$ cat src/rtl/wb_arbiter.sv
// Write-back arbiter: pipeline write-back has priority, LSU results queue and drain into free slots.
// Optional `WB_ARB_BYPASS_EN writes an LSU beat straight through when the queue is empty and the slot is free.
module wb_arbiter #(
  parameter int FIFO_DEPTH   = 4,
  parameter int STARVE_LIMIT = 8
) (
  input  logic                            clk,
  input  logic                            reset,
  input  logic                            pipe_wb_valid,
  input  logic [4:0]                      pipe_wb_rd,
  input  logic [31:0]                     pipe_wb_data,
  output logic                            pipe_stall,
  input  logic                            lsu_wb_valid,
  output logic                            lsu_wb_ready,
  input  logic [4:0]                      lsu_wb_rd,
  input  logic [31:0]                     lsu_wb_data,
  output logic                            reg_write,
  output logic [4:0]                      waddr,
  output logic [31:0]                     wdata,
  output logic [$clog2(FIFO_DEPTH+1)-1:0] fifo_count
);

  localparam int AW = (FIFO_DEPTH > 1) ? $clog2(FIFO_DEPTH) : 1;
  localparam int CW = $clog2(FIFO_DEPTH + 1);
  localparam int SW = $clog2(STARVE_LIMIT + 1);

  typedef struct packed {
    logic [4:0]  rd;
    logic [31:0] data;
  } wb_t;

  wb_t           mem [FIFO_DEPTH];
  logic [AW-1:0] rptr, wptr;
  logic [CW-1:0] count;
  logic [SW-1:0] starve_cnt;

  logic        empty, full, lsu_live, pipe_live, deq, enq, byp, sel_vld;
  logic [4:0]  sel_rd;
  logic [31:0] sel_data;

  assign fifo_count   = count;
  assign empty        = (count == '0);
  assign full         = (count == CW'(FIFO_DEPTH));
  assign pipe_stall   = (starve_cnt == SW'(STARVE_LIMIT)) && !empty;
  assign lsu_wb_ready = !reset && !full;
  // rd=0 beats complete the handshake but are dropped here.
  assign lsu_live     = lsu_wb_valid && lsu_wb_ready && (lsu_wb_rd != 5'd0);
  // A forced drain overrides any pipeline write presented alongside it.
  assign pipe_live    = pipe_wb_valid && (pipe_wb_rd != 5'd0) && !pipe_stall;
  assign deq          = !empty && !pipe_live;

`ifdef WB_ARB_BYPASS_EN
  assign byp = lsu_live && empty && !pipe_live;
`else
  assign byp = 1'b0;
`endif

  assign enq = lsu_live && !byp;

  always_comb begin
    sel_vld  = 1'b0;
    sel_rd   = waddr;
    sel_data = wdata;
    if (pipe_live) begin
      sel_vld  = 1'b1;
      sel_rd   = pipe_wb_rd;
      sel_data = pipe_wb_data;
    end else if (deq) begin
      sel_vld  = 1'b1;
      sel_rd   = mem[rptr].rd;
      sel_data = mem[rptr].data;
    end else if (byp) begin
      sel_vld  = 1'b1;
      sel_rd   = lsu_wb_rd;
      sel_data = lsu_wb_data;
    end
  end

  always_ff @(posedge clk) begin
    if (enq) mem[wptr] <= '{rd: lsu_wb_rd, data: lsu_wb_data};
  end

  always_ff @(posedge clk) begin
    if (reset) begin
      reg_write  <= 1'b0;
      waddr      <= '0;
      wdata      <= '0;
      rptr       <= '0;
      wptr       <= '0;
      count      <= '0;
      starve_cnt <= '0;
    end else begin
      reg_write <= sel_vld;
      waddr     <= sel_rd;
      wdata     <= sel_data;
      if (enq) wptr <= wptr + 1'b1;
      if (deq) rptr <= rptr + 1'b1;
      if (enq && !deq)      count <= count + 1'b1;
      else if (deq && !enq) count <= count - 1'b1;
      if (empty || deq)
        starve_cnt <= '0;
      else if (starve_cnt != SW'(STARVE_LIMIT))
        starve_cnt <= starve_cnt + 1'b1;
    end
  end

endmodule

$ cat config.mk
export PLATFORM = sky130hd
export DESIGN_NAME = wb_arbiter
export DESIGN_NICKNAME = d
export VERILOG_FILES = /design/src/rtl/wb_arbiter.sv
export SDC_FILE = /design/constraint.sdc
export NUM_CORES = 1
export LEC_CHECK = 0
export BUFFER_PORTS_ARGS = -buffer_cell sky130_fd_sc_hd__clkbuf_2
export CAP_MARGIN = 25
export CORE_MARGIN = 3
export CORE_UTILIZATION = 45
export CTS_CLUSTER_SIZE = 20
export DETAILED_ROUTE_END_ITERATION = 7
export PLACE_DENSITY = 0.66
export SYNTH_ARGS = -nofsm -noshare
export SYNTH_HDL_FRONTEND = slang
export SYNTH_SLANG_ARGS = --single-unit
$ cat constraint.sdc
create_clock -name clk -period 4.5 [get_ports clk]
set_input_delay 0.675 -clock clk [delete_from_list [all_inputs] [get_ports clk]]
set_output_delay 0.675 -clock clk [all_outputs]
set_load 0.02 [all_outputs]
Word level (Yosys, flattened, before mapping)
Memory sizes are Yosys's and may differ from the RTL's. A register that Yosys moved wholly into a read port is not among the register bits.
Index checks and enable logic that the tools add are counted.
W data, S select, Z words.
{ "totals": {"mem_bits_rw": 148, "output_inout_bits": 43, "input_bits": 78, "regBits": 49, "wordCells": 51, "n_memories": 1} }
{ "op_classes": {"n_eq_ne": 3, "mux": 12, "n_reduce_logical": 23, "addsub": 5} }
{ "mem_list": {"columns": ["name", "words", "width", "rd", "rd_clocked_by_memory_dff", "wr", "line_no", "text"], "rows": [
  ["mem", 4, 37, 1, 1, 1, "32", "wb_t mem [FIFO_DEPTH];"]
]} }
{ "ops": {"columns": ["op", "n"], "rows": [
  ["$mux W32", 2],
  ["$mux W5", 2],
  ["$reduce_bool A5 Y1", 2],
  ["$logic_and A1 B1 Y1", 9],
  ["$logic_not A1 Y1", 7],
  ["$mux W3", 2],
  ["$add A2 B1 Y2 const B", 2],
  ["$add A4 B1 Y4 const B", 1],
  ["$eq A4 B4 Y1 const B", 1],
  ["$mux W1", 4],
  ["$mux W2", 2],
  ["$ne A4 B4 Y1 const B", 1],
  ["$reduce_bool A2 Y1", 2],
  ["$add A3 B1 Y3 const B", 1],
  ["$eq A3 B3 Y1 const B", 1],
  ["$logic_not A3 Y1", 1],
  ["$sub A3 B1 Y3 const B", 1],
  ["$reduce_or A2 Y1", 1],
  ["$logic_or A1 B1 Y1", 1]
]} }

Logic depth before layout (Yosys ltp)
Gate-level depths: netlist of the first run.
{ "logic_depth": {"word_depth": 10, "mapped_depth": 12, "depth_no_buf": 11} }

Worst setup path before layout of the first run
OpenSTA, ideal clock, no wires.
{ "synth_timing": {"kind": "input-to-reg", "start": "input port pipe_wb_rd[1]", "end": "register count[2] (netlist: fifo_count[2])", "stages": 10, "n_path_buf": 1, "t_arrival_ps": 2895, "path_slack_ps": 1535, "setup_ps": 71, "required_ps": 4429, "cell_sequence": "or4_4 -> o211a_1 -> clkbuf_1 -> or2_2 -> ha_1 -> inv_1 -> fa_1 -> xor2_1 -> or3_1 -> a21oi_1"} }
{ "synth_via": {"elab_chain_cells": 8, "word_cells_on_any_way": 10, "cone_classes": "1 x mux; 9 x reduce/logical"} }
{ "synth_lines": {"columns": ["item", "line_no", "text"], "rows": [
  ["start: declaration", "10", "input logic [4:0] pipe_wb_rd,"],
  ["$reduce_bool A5 Y1 *", "49", "assign pipe_live = pipe_wb_valid && (pipe_wb_rd != 5'd0) && !pipe_stall;"],
  ["$logic_and A1 B1 Y1 * (2 in series)", "49", null],
  ["$logic_not A1 Y1 *", "50", "assign deq = !empty && !pipe_live;"],
  ["$logic_and A1 B1 Y1 *", "50", null],
  ["$logic_not A1 Y1", "98", "if (enq && !deq) count <= count + 1'b1;"],
  ["$logic_and A1 B1 Y1", "98", null],
  ["$mux W3 / $reduce_bool A2 Y1 (equally long branches)", null, null],
  ["end signal: assignment", "98", null],
  ["end signal: assignment", "99", "else if (deq && !enq) count <= count - 1'b1;"],
  ["end: declaration", "34", "logic [CW-1:0] count;"]
]} }
Every way passes the cells marked *; elsewhere a longest branch is shown, timed or not.
A chain may end at the register's enable or synchronous reset.

Final worst setup path of the first run
{ "layout_timing": {"start": "register count[0] (netlist: fifo_count[0])", "end": "register count[2] (netlist: fifo_count[2])"} }
{ "layout_via": {"word_cells_on_any_way": 21, "cone_classes": "2 x add/sub; 1 x eq/ne; 2 x mux; 16 x reduce/logical"} }
{ "layout_rtl": {"columns": ["item", "line_no", "text"], "rows": [
  ["$eq A3 B3 Y1 *", "43", "assign full = (count == CW'(FIFO_DEPTH));"],
  ["$logic_not A1 Y1 *", "45", "assign lsu_wb_ready = !reset && !full;"],
  ["$logic_and A1 B1 Y1 *", "45", null],
  ["$logic_and A1 B1 Y1 * (2 in series)", "47", "assign lsu_live = lsu_wb_valid && lsu_wb_ready && (lsu_wb_rd != 5'd0);"],
  ["via enq", "37", "logic empty, full, lsu_live, pipe_live, deq, enq, byp, sel_vld;"],
  ["$logic_not A1 Y1", "99", null],
  ["$logic_and A1 B1 Y1", "99", null],
  ["$reduce_bool A2 Y1 (no line)", null, null]
]} }
Mark *: on every way through the listed nets, which the timed path passes. The rest lies on a longest branch. The select of a mux whose other input is x is not followed.

==> results by group, run 1 <==
Critical path
  – Critical Path Source Type: flop
  – Crit path kind: flop to flop
  – Critical path's top delay family: compound AO/OA/AOI/OAI gates
  – Max Fanout on Critical Path: 8
  – Critical Path RT: 4.87 ns
  – Worst path slowest cell: a211oi_1
  – Crit end category: flop
  – Crit path DAT: roughly 3.3 ns
  – Crit path cell chain: nor3b_1 -> a211oi_1 -> and2_1 -> ha_1 -> inv_1 -> fa_1 -> xor2_1 -> or3_1 -> a21oi_1
  – Critical path buffers and inverters: 1
  – Worst R2R Start: fifo_count[0]
  – Reg2reg path depth: 9
  – FF-to-FF End: fifo_count[2]
  – Worst reg-to-reg setup slack: 1.58 ns
  – Critical Path Max Stage Delay: between 0.6 and 0.7 ns
  – Setup crit start: fifo_count[0]

Finish
  – Layout area overhead: 19.2%
  – Area of the multi-input gates: between 2000 and 2500 um^2
  – Register area: 5470 um^2
  – Layout cells sized above 1: 0.363
  – ANT cells: 0
  – Net count, final: 649
  – Layout filler cell count: between 1000 and 1500

Die
  – Die area: 18500 um^2
  – Core Area: ~16000 um^2
  – Starting Density: 0.469
  – Std-Cell Rows: 46
  – Die Wd: 136 um
  – Die Y: about 140 um
  – IO Pins: 121

Yosys
  – Count of different cell masters after synthesis: 38
  – Seq/Total Area, Yosys: 0.719
  – Ys async rst share: 0
  – Synth Instances: 442
  – Synth Flop Type: edfxtp_1
  – Ys Warns: 0
  – Most frequent cell after synthesis: edfxtp_1
  – Post-synth top area share: 0.584
  – EDFF count, synth: 148
  – Post-synthesis cell area: 7610 um^2
  – Synth area leader: edfxtp_1
  – Syn avg cell area: 17.2 um^2
  – Yosys reg bits: 199
  – Top cells by area, synth: edfxtp_1, dfxtp_1, mux4_2, nor2_1, a221o_1
  – Mapped Nets: approximately 530
  – Top cells by count, synth: edfxtp_1, dfxtp_1, nor2_1

Detailed routing
  – Vias per cell: 5.48
  – Wire length per cell: 20.0 um
  – Post-DRT Antenna Nets: 0
  – Routed wire length: 15800 um
  – Via count: ~4300
  – DR DRC count: 0
  – Starting DRT DRC Count: between 200 and 300
  – First-pass DRT Iterations: 4

Clock network
  – Skew-Pair Late Insertion Delay: 0.44 ns
  – Max clock buf depth: 2
  – Post-CTS sizing: 0
  – Hold_buf cts: 0
  – Clock-pin slew on the worst setup and hold paths: 0.07 ns
  – CTS tree: yes
  – Root buffer cell: clkbuf_16
  – Total CTS buffers: 17
  – H-tree level count: 4
  – Post-CTS Setup Inserts: 0
  – Clock sink count: between 150 and 200

Flow run
  – Maxcap violations: 0

Worst hold path
  – Worst Hold Class: input port to flop
  – Worst Hold Endpoint: mem[2][2]
  – Min-delay src: lsu_wb_data[2]
  – Hold Crit Depth: 1

Placement
  – Port Buffer Count: 120
  – GP Congestion: 0.733
  – Post-DP HPWL: 10000 um
  – Place WS: 1.29 ns

Power and ir drop
  – Leak Pwr: 3.26 nW
  – Power Density: 529 nW/um^2
  – Worst VDD drop: 0.344 mV

Global routing
  – Largest net degree at the start of global routing: 38
  – Total GRT Usage: 0.176
  – Initial antenna violation count: 0
  – Vias in the first global route: 4472
  – First-pass GRT wire length: 24200 um
  – GRT Residual Overflow: 0

STA
  – Min setup slack post-route: 1.58 ns
  – Period utilisation layout: 0.650
  – RSZ-0062 raised after global routing: no
  – Max Slew Vio Count: 0
  – Worst hold slack: about 0.45 ns
  – Worst slew pin tran: 1.02 ns
  – Setup TNS: 0 ns
  – Final setup viols: 0
  – Final Hold Violating Endpoints: 0
  – Clock Skews: 0.0142 ns
  – Fin crit period: 2.92 ns
  – Slew headroom: 0.320
  – Max Fclk: between 300 and 400 MHz

Outcome
  – Status: finished, final reports clean
registers in the layout (all words and copies together), names as in the netlist, named ones only:
register    flops
rptr            2
fifo_count      3
starve_cnt      4
waddr           5
reg_write       1
wdata          32
wptr            2
mem           148
power by group:
part | internal (mW) | switching [mW] | total (mW)
sequential | 2.16 | 0.140 | 2.30
clock | 0.826 | 0.647 | 1.47
combinational | 0.460 | 0.566 | 1.03
worst reg2reg max path: cells and delay by family (launching register included):
| family | cells | cell delay, ns |
|---|---|---|
| AO/OA/AOI/OAI | 2 | 0.84 |
| AND/OR/NAND/NOR | 3 | 0.71 |
| adder cells (fa/ha/maj) | 2 | 0.56 |
| flip-flops | 1 | 0.52 |
| XOR/XNOR | 1 | 0.17 |
| buffers and inverters | 1 | 0.06 |
through the flow:
stage / std cells / util / power, mW / area (um^2)
floorplan: 442 / - / 3.02 / 7610
global placement: 757 / 0.518 / 3.32 / 8410
detailed placement: 757 / 0.518 / 3.36 / 8410
CTS: 789 / 0.554 / 4.83 / 8990
global route: 792 / 0.559 / 5.01 / 9070
finish: 792 / 0.559 / 4.80 / 9070
cell families (layout without fill, tap and decap cells):
| kind of cell | Yosys count | count (layout) | share of synthesized area |
|---|---|---|---|
| xor+xnor | 3 | 3 | 0.00346 |
| simple gates | 110 | 110 | 0.0765 |
| flops | 199 | 199 | 0.719 |
| compound gates | 40 | 40 | 0.0439 |
| buf+inv | 34 | 168 | 0.0194 |
| fa+ha+maj | 8 | 8 | 0.0141 |
| mux | 48 | 48 | 0.124 |
per-layer routing:
| metal | GRT usage | vias to the layer above | wire length, um |
|---|---|---|---|
| met5 | 0 | - | 0 |
| met4 | 0.0700 | 0 | 316 |
| met3 | 0.0459 | 28 | 806 |
| met2 | 0.290 | 116 | 8010 |
| met1 | 0.223 | 2200 | 6690 |
| li1 | - | 1993 | - |
worst max path at each step:
stage / depth (start not counted) / endpoint / slack [ns]
2_1_floorplan: 10 / fifo_count[2] / 1.53
3_3_place_gp: 11 / fifo_count[2] / 1.37
3_5_place_dp: 11 / fifo_count[2] / 1.29
4_1_cts: 12 / fifo_count[2] / 1.63
5_1_grt: 12 / fifo_count[2] / 1.38
6_report: 9 / fifo_count[2] / 1.58
placed cells by master, fill, tap and decap left out, types with 3 or more instances in the layout:
| cell | count |
|---|---|
| buf_4 | 6 |
| edfxtp_1 | 148 |
| xor2_1 | 3 |
| nor3b_1 | 15 |
| dfxtp_1 | 49 |
| and3_2 | 4 |
| nand3_1 | 3 |
| nor4_1 | 14 |
| clkbuf_16 | 18 |
| a211oi_1 | 12 |
| a221o_1 | 14 |
| clkbuf_2 | 120 |
| ha_1 | 7 |
| nor2_1 | 44 |
| a21oi_1 | 6 |
| nor3_1 | 13 |
| o21ai_0 | 3 |
| or3_1 | 3 |
| clkinv_2 | 3 |
| mux2i_1 | 11 |
| clkinv_4 | 4 |
| inv_1 | 7 |
| mux4_2 | 37 |
layout make-up:
cell class | instances | area share
timing repair buffer | 129 | 0.0795
sequential | 199 | 0.603
multi-input combinational | 209 | 0.221
clock inverter | 10 | 0.0105
inverter | 7 | 0.00290
tap | 216 | 0.0298
clock buffer | 22 | 0.0535
Note: power is estimated with default switching activity, not from simulation.
==> inputs of run 2 (changes only) <==
==> constraint.sdc (replaced) <==
create_clock -name clk -period 2.7 [get_ports clk]
set_input_delay 0.405 -clock clk [delete_from_list [all_inputs] [get_ports clk]]
set_output_delay 0.405 -clock clk [all_outputs]
set_load 0.02 [all_outputs]
==> results by group, run 2 (synthesis gave the netlist of run 1 again) <==
Clock network
  – Total CTS buffers: 17
  – Post-CTS Setup Inserts: 0
  – Hold_buf cts: 0
  – Skew-Pair Late Insertion Delay: about 0.42 ns
  – CTS tree: yes
  – Clock sink count: ~200
  – Max clock buf depth: 2
  – Post-CTS sizing: 0
  – Clock-pin slew on the worst setup and hold paths: 0.07 ns
  – Root buffer cell: clkbuf_16
  – H-tree level count: 4

Global routing
  – First-pass GRT wire length: 25000 um
  – Largest net degree at the start of global routing: 38
  – GRT Residual Overflow: 0
  – Initial antenna violation count: 0
  – Total GRT Usage: 0.179
  – Vias in the first global route: 4615

Critical path
  – Critical Path Source Type: flop
  – Critical Path RT: approximately 3 ns
  – Crit path kind: flop to flop
  – Crit path DAT: 2.78 ns
  – Max Fanout on Critical Path: 4
  – Crit end category: flop

Die
  – Die Y: 136 um
  – IO Pins: 121
  – Die Wd: 136 um
  – Starting Density: 0.469
  – Std-Cell Rows: 46
  – Die area: 18500 um^2
  – Core Area: 16200 um^2

STA
  – Max Slew Vio Count: 0
  – Slew headroom: 0.344
  – Clock Skews: 0.0122 ns
  – Period utilisation layout: 0.902
  – Final Hold Violating Endpoints: 0
  – RSZ-0062 raised after global routing: no
  – Min setup slack post-route: 0.265 ns
  – Max Fclk: 411 MHz
  – Final setup viols: 0
  – Setup TNS: 0 ns
  – Worst slew pin tran: 0.985 ns
  – Fin crit period: 2.44 ns

Detailed routing
  – First-pass DRT Iterations: 4
  – Starting DRT DRC Count: between 200 and 250
  – DR DRC count: 0
  – Via count: 4362
  – Routed wire length: 15800 um
  – Post-DRT Antenna Nets: 0
  – Vias per cell: ~5.5
  – Wire length per cell: 19.8 um

Finish
  – ANT cells: 0
  – Reg with most FFs: mem
  – Layout cells sized above 1: 0.368
  – Commonest non-fill, non-tap cells in the layout: edfxtp_1, clkbuf_2, dfxtp_1
  – Net count, final: 656
  – Design area: 9120 um^2
  – Layout area overhead: 19.9%
  – Max FFs per register: 148
  – Top Registers: mem: 148 flops, wdata: 32 flops, waddr: 5 flops
  – Most common cell after layout, fill and taps aside: edfxtp_1

Flow run
  – Maxcap violations: 0

Placement
  – Post-DP HPWL: 10400 um
  – GP Congestion: just under 0.8
  – Area post-placement: 8540 um^2
  – Place WS: 0.0552 ns
  – Port Buffer Count: 120

Worst hold path
  – Worst Hold Class: input port to flop

Power and ir drop
  – Power Density: between 800 and 900 nW/um^2
  – Worst VDD drop: 0.528 mV
  – Pwr Total: approximately 8.0 mW
  – Leak Pwr: 3.29 nW

Outcome
  – Status: finished, final reports clean
[run 2: cell type report]
type	instances	area (um^2)
clock buffers	21	450
clock inverters	10	123
fillers	1315	7110
inverters	7	26.3
multi-input cells	209	2010
flip-flops and latches	199	5470
well taps	216	270
repair buffers	136	771
[run 2: per-layer routing]
metal	share of wire	vias up	track usage
met5	0	-	0
li1	-	2013	-
met4	0.020	0	0.0666
met1	0.42	2198	0.232
met2	0.51	126	0.300
met3	0.049	25	0.0374
[run 2: worst max-delay path, cell delays in order (launching register included)]
cell      delay, ns
dfxtp_1        0.39
inv_1          0.06
ha_1           0.20
nand3b_1       0.19
o211a_1        0.20
or2_2          0.12
ha_1           0.17
inv_1          0.06
fa_1           0.37
xor2_1         0.17
or3_1          0.30
a21oi_1        0.14
[run 2: path summary, 6_finish.rpt]
kind	start	to	slack, ns	depth (start not counted)
max	starve_cnt[0]	fifo_count[2]	0.26	11
min	lsu_wb_data[14]	mem[2][14]	0.20	1
max reg2reg	starve_cnt[0]	fifo_count[2]	0.26	11
min reg2reg	starve_cnt[0]	starve_cnt[0]	0.49	1
[run 2: through the flow]
step | hold WS [ns] | cells | util
final | 0.199 | 798 | 0.562
after global routing | 0.188 | 798 | 0.562
after CTS | 0.182 | 798 | 0.562
after detailed placement | 0.468 | 767 | 0.526
after global placement | 0.441 | 767 | 0.526
after floorplan | 0.430 | 442 | -
[run 2: power breakdown]
group,switching [mW],leakage [nW],internal (mW),total [mW]
combinational,0.981,1.25,0.783,1.76
sequential,0.196,1.77,3.60,3.80
clock,1.06,0.278,1.39,2.45
total,2.24,3.29,5.78,8.02
==> inputs of run 3 (changes only) <==
--- a/config.mk
+++ b/config.mk
@@ -12,6 +12,7 @@
 export CTS_CLUSTER_SIZE = 20
 export DETAILED_ROUTE_END_ITERATION = 7
 export PLACE_DENSITY = 0.66
+export RECOVER_POWER = 100
 export SYNTH_ARGS = -nofsm -noshare
 export SYNTH_HDL_FRONTEND = slang
 export SYNTH_SLANG_ARGS = --single-unit
==> results by group, run 3 (synthesis gave the netlist of run 1 again) <==
Outcome
  – Status: finished, final reports clean

Critical path
  – Worst path slowest cell: clkbuf_4
  – FF-to-FF End: mem[3][4]
  – Setup crit start: fifo_count[2]
  – Critical path's top delay family: buffers and inverters
  – Critical path capture point: mem[3][4]
  – Crit end category: flop
  – Critical Path Max Stage Delay: 0.57 ns
  – Crit path DAT: 2.45 ns
  – Critical Path RT: 2.75 ns
  – Reg2reg path depth: 5
  – Worst R2R Start: fifo_count[2]
  – Crit path kind: flop to flop
  – Crit path depth: 5
  – Worst reg-to-reg setup slack: slightly below 0.3 ns
  – Critical path buffers and inverters: 2
  – Max Fanout on Critical Path: 33
  – Critical Path Source Type: flop
  – Crit path cell chain: nor3b_1 -> a211oi_1 -> clkbuf_1 -> and3_1 -> clkbuf_4

Power and ir drop
  – Worst VDD drop: 0.525 mV
  – Clock power share: 0.309
  – Sw Pwr: 2.23 mW
  – Pint: 5.71 mW
  – Sequential share of power: 0.478
  – Leak Pwr: 3.03 nW
  – Comb pwr share: 0.213
  – Sw Share: 0.281
  – Power Density: 886 nW/um^2

Clock network
  – Clock sink count: 199
  – Post-CTS Setup Inserts: 0
  – Post-CTS sizing: 0
  – Max clock buf depth: 2
  – Root buffer cell: clkbuf_16
  – Hold_buf cts: 0
  – Clock-pin slew on the worst setup and hold paths: 0.07 ns
  – CTS tree: yes
  – Skew-Pair Late Insertion Delay: 0.42 ns
  – H-tree level count: 4
  – Total CTS buffers: 17

Global routing
  – Met3 Usage GRT: 0.0374
  – Total GRT Usage: 0.179
  – Vias in the first global route: 4615
  – GRT Residual Overflow: 0
  – Met2 Resource Use GR: 0.300
  – Top Usage Layer GRT: met2
  – Initial antenna violation count: 0
  – First-pass GRT wire length: about 25000 um
  – Met1 Resource Use GR: 0.232
  – Largest net degree at the start of global routing: 38

STA
  – Period utilisation layout: 0.890
  – Max Fclk: 416 MHz
  – Slew headroom: 0.348
  – Final setup viols: 0
  – Setup TNS: 0 ns
  – Max Slew Vio Count: 0
  – Final Hold Violating Endpoints: 0
  – Worst hold slack: 0.213 ns
  – Fin crit period: between 2 and 2.5 ns
  – RSZ-0062 raised after global routing: no
  – Worst slew pin tran: between 0.9 and 1 ns
  – Clock Skews: 0.0107 ns

Finish
  – Top Registers: mem: 148 flops, wdata: 32 flops, waddr: 5 flops
  – Register area: 5470 um^2
  – Most common cell after layout, fill and taps aside: edfxtp_1
  – Layout area overhead: 17.8%
  – Layout cells sized above 1: 0.223
  – Max FFs per register: 148
  – ANT cells: 0
  – Design area: approximately 9000 um^2
  – Commonest non-fill, non-tap cells in the layout: edfxtp_1, clkbuf_1, dfxtp_1
  – Net count, final: 656
  – Reg with most FFs: mem
  – Area of the multi-input gates: 1990 um^2
  – Layout filler cell count: 1347

Detailed routing
  – Vias per cell: approximately 5.4
  – Via count: 4339
  – Post-DRT Antenna Nets: 0
  – Starting DRT DRC Count: ~270
  – First-pass DRT Iterations: 4
  – DR DRC count: 0
  – Routed wire length: around 16000 um
  – Wire length per cell: 19.8 um

Die
  – Core Area: 16200 um^2
  – Std-Cell Rows: 46
  – Starting Density: 0.469
  – Die Y: 136 um
  – Die Wd: 136 um
  – Die area: 18500 um^2
  – IO Pins: 121

Placement
  – Port Buffer Count: 120
  – Post-DP HPWL: 10400 um
  – GP Congestion: ~0.77
  – Area post-placement: 8540 um^2

Worst hold path
  – Worst Hold Class: input port to flop

Flow run
  – Maxcap violations: 0
==> run 3: cell count changes in the layout (fill, tap and decap cells not counted) <==
| cell | previous run | this run |
|---|---|---|
| buf_4 | 12 | 7 |
| and2_1 | 1 | 0 |
| o221ai_2 | 0 | 1 |
| and3_1 | 1 | 4 |
| clkbuf_2 | 120 | 44 |
| clkbuf_4 | 0 | 2 |
| o221ai_4 | 1 | 0 |
| and2_0 | 0 | 1 |
| clkbuf_1 | 3 | 84 |
| buf_12 | 4 | 2 |
| and3_2 | 4 | 1 |
==> run 3: through the flow <==
step	total power [mW]	utilization	cells	setup WS, ns
after floorplan	5.04	-	442	0.00444
after global placement	5.60	0.526	767	0.102
after detailed placement	5.66	0.526	767	0.0552
after CTS	8.10	0.562	798	0.265
after global routing	8.32	0.552	798	0.0958
final	7.94	0.552	798	0.298
==> run 3: per-layer routing <==
metal | share of wire | vias up
li1 | - | 2013
met1 | 0.42 | 2182
met2 | 0.51 | 122
met3 | 0.052 | 22
met4 | 0.018 | 0
met5 | 0 | -
==> run 3: power by group through the flow <==
stage	Sequential (mW)	Clock, mW	Combinational (mW)
2_1_floorplan	4.02	0	1.02
3_3_place_gp	3.85	0	1.75
3_5_place_dp	3.87	0	1.79
4_1_cts	3.80	2.50	1.80
5_1_grt	3.84	2.64	1.84
6_report	3.79	2.46	1.69
==> run 3: worst min-delay path by stage <==
| stage | endpoint | start | cells after the start |
|---|---|---|---|
| after CTS | mem[2][14] | lsu_wb_data[14] | 1 |
| after floorplan | starve_cnt[0] | starve_cnt[0] | 1 |
| after global routing | wdata[15] | pipe_wb_data[15] | 2 |
| final | wdata[30] | pipe_wb_data[30] | 2 |
| after global placement | starve_cnt[0] | starve_cnt[0] | 1 |
| after detailed placement | starve_cnt[0] | starve_cnt[0] | 1 |
==> run 3: layout make-up <==
cell class              count  area share
repair buffers            136      0.0705
inverters                   7     0.00293
clock buffers              21      0.0503
clock inverters            10      0.0137
well taps                 216      0.0302
multi-input cells         209       0.223
flip-flops and latches    199       0.610
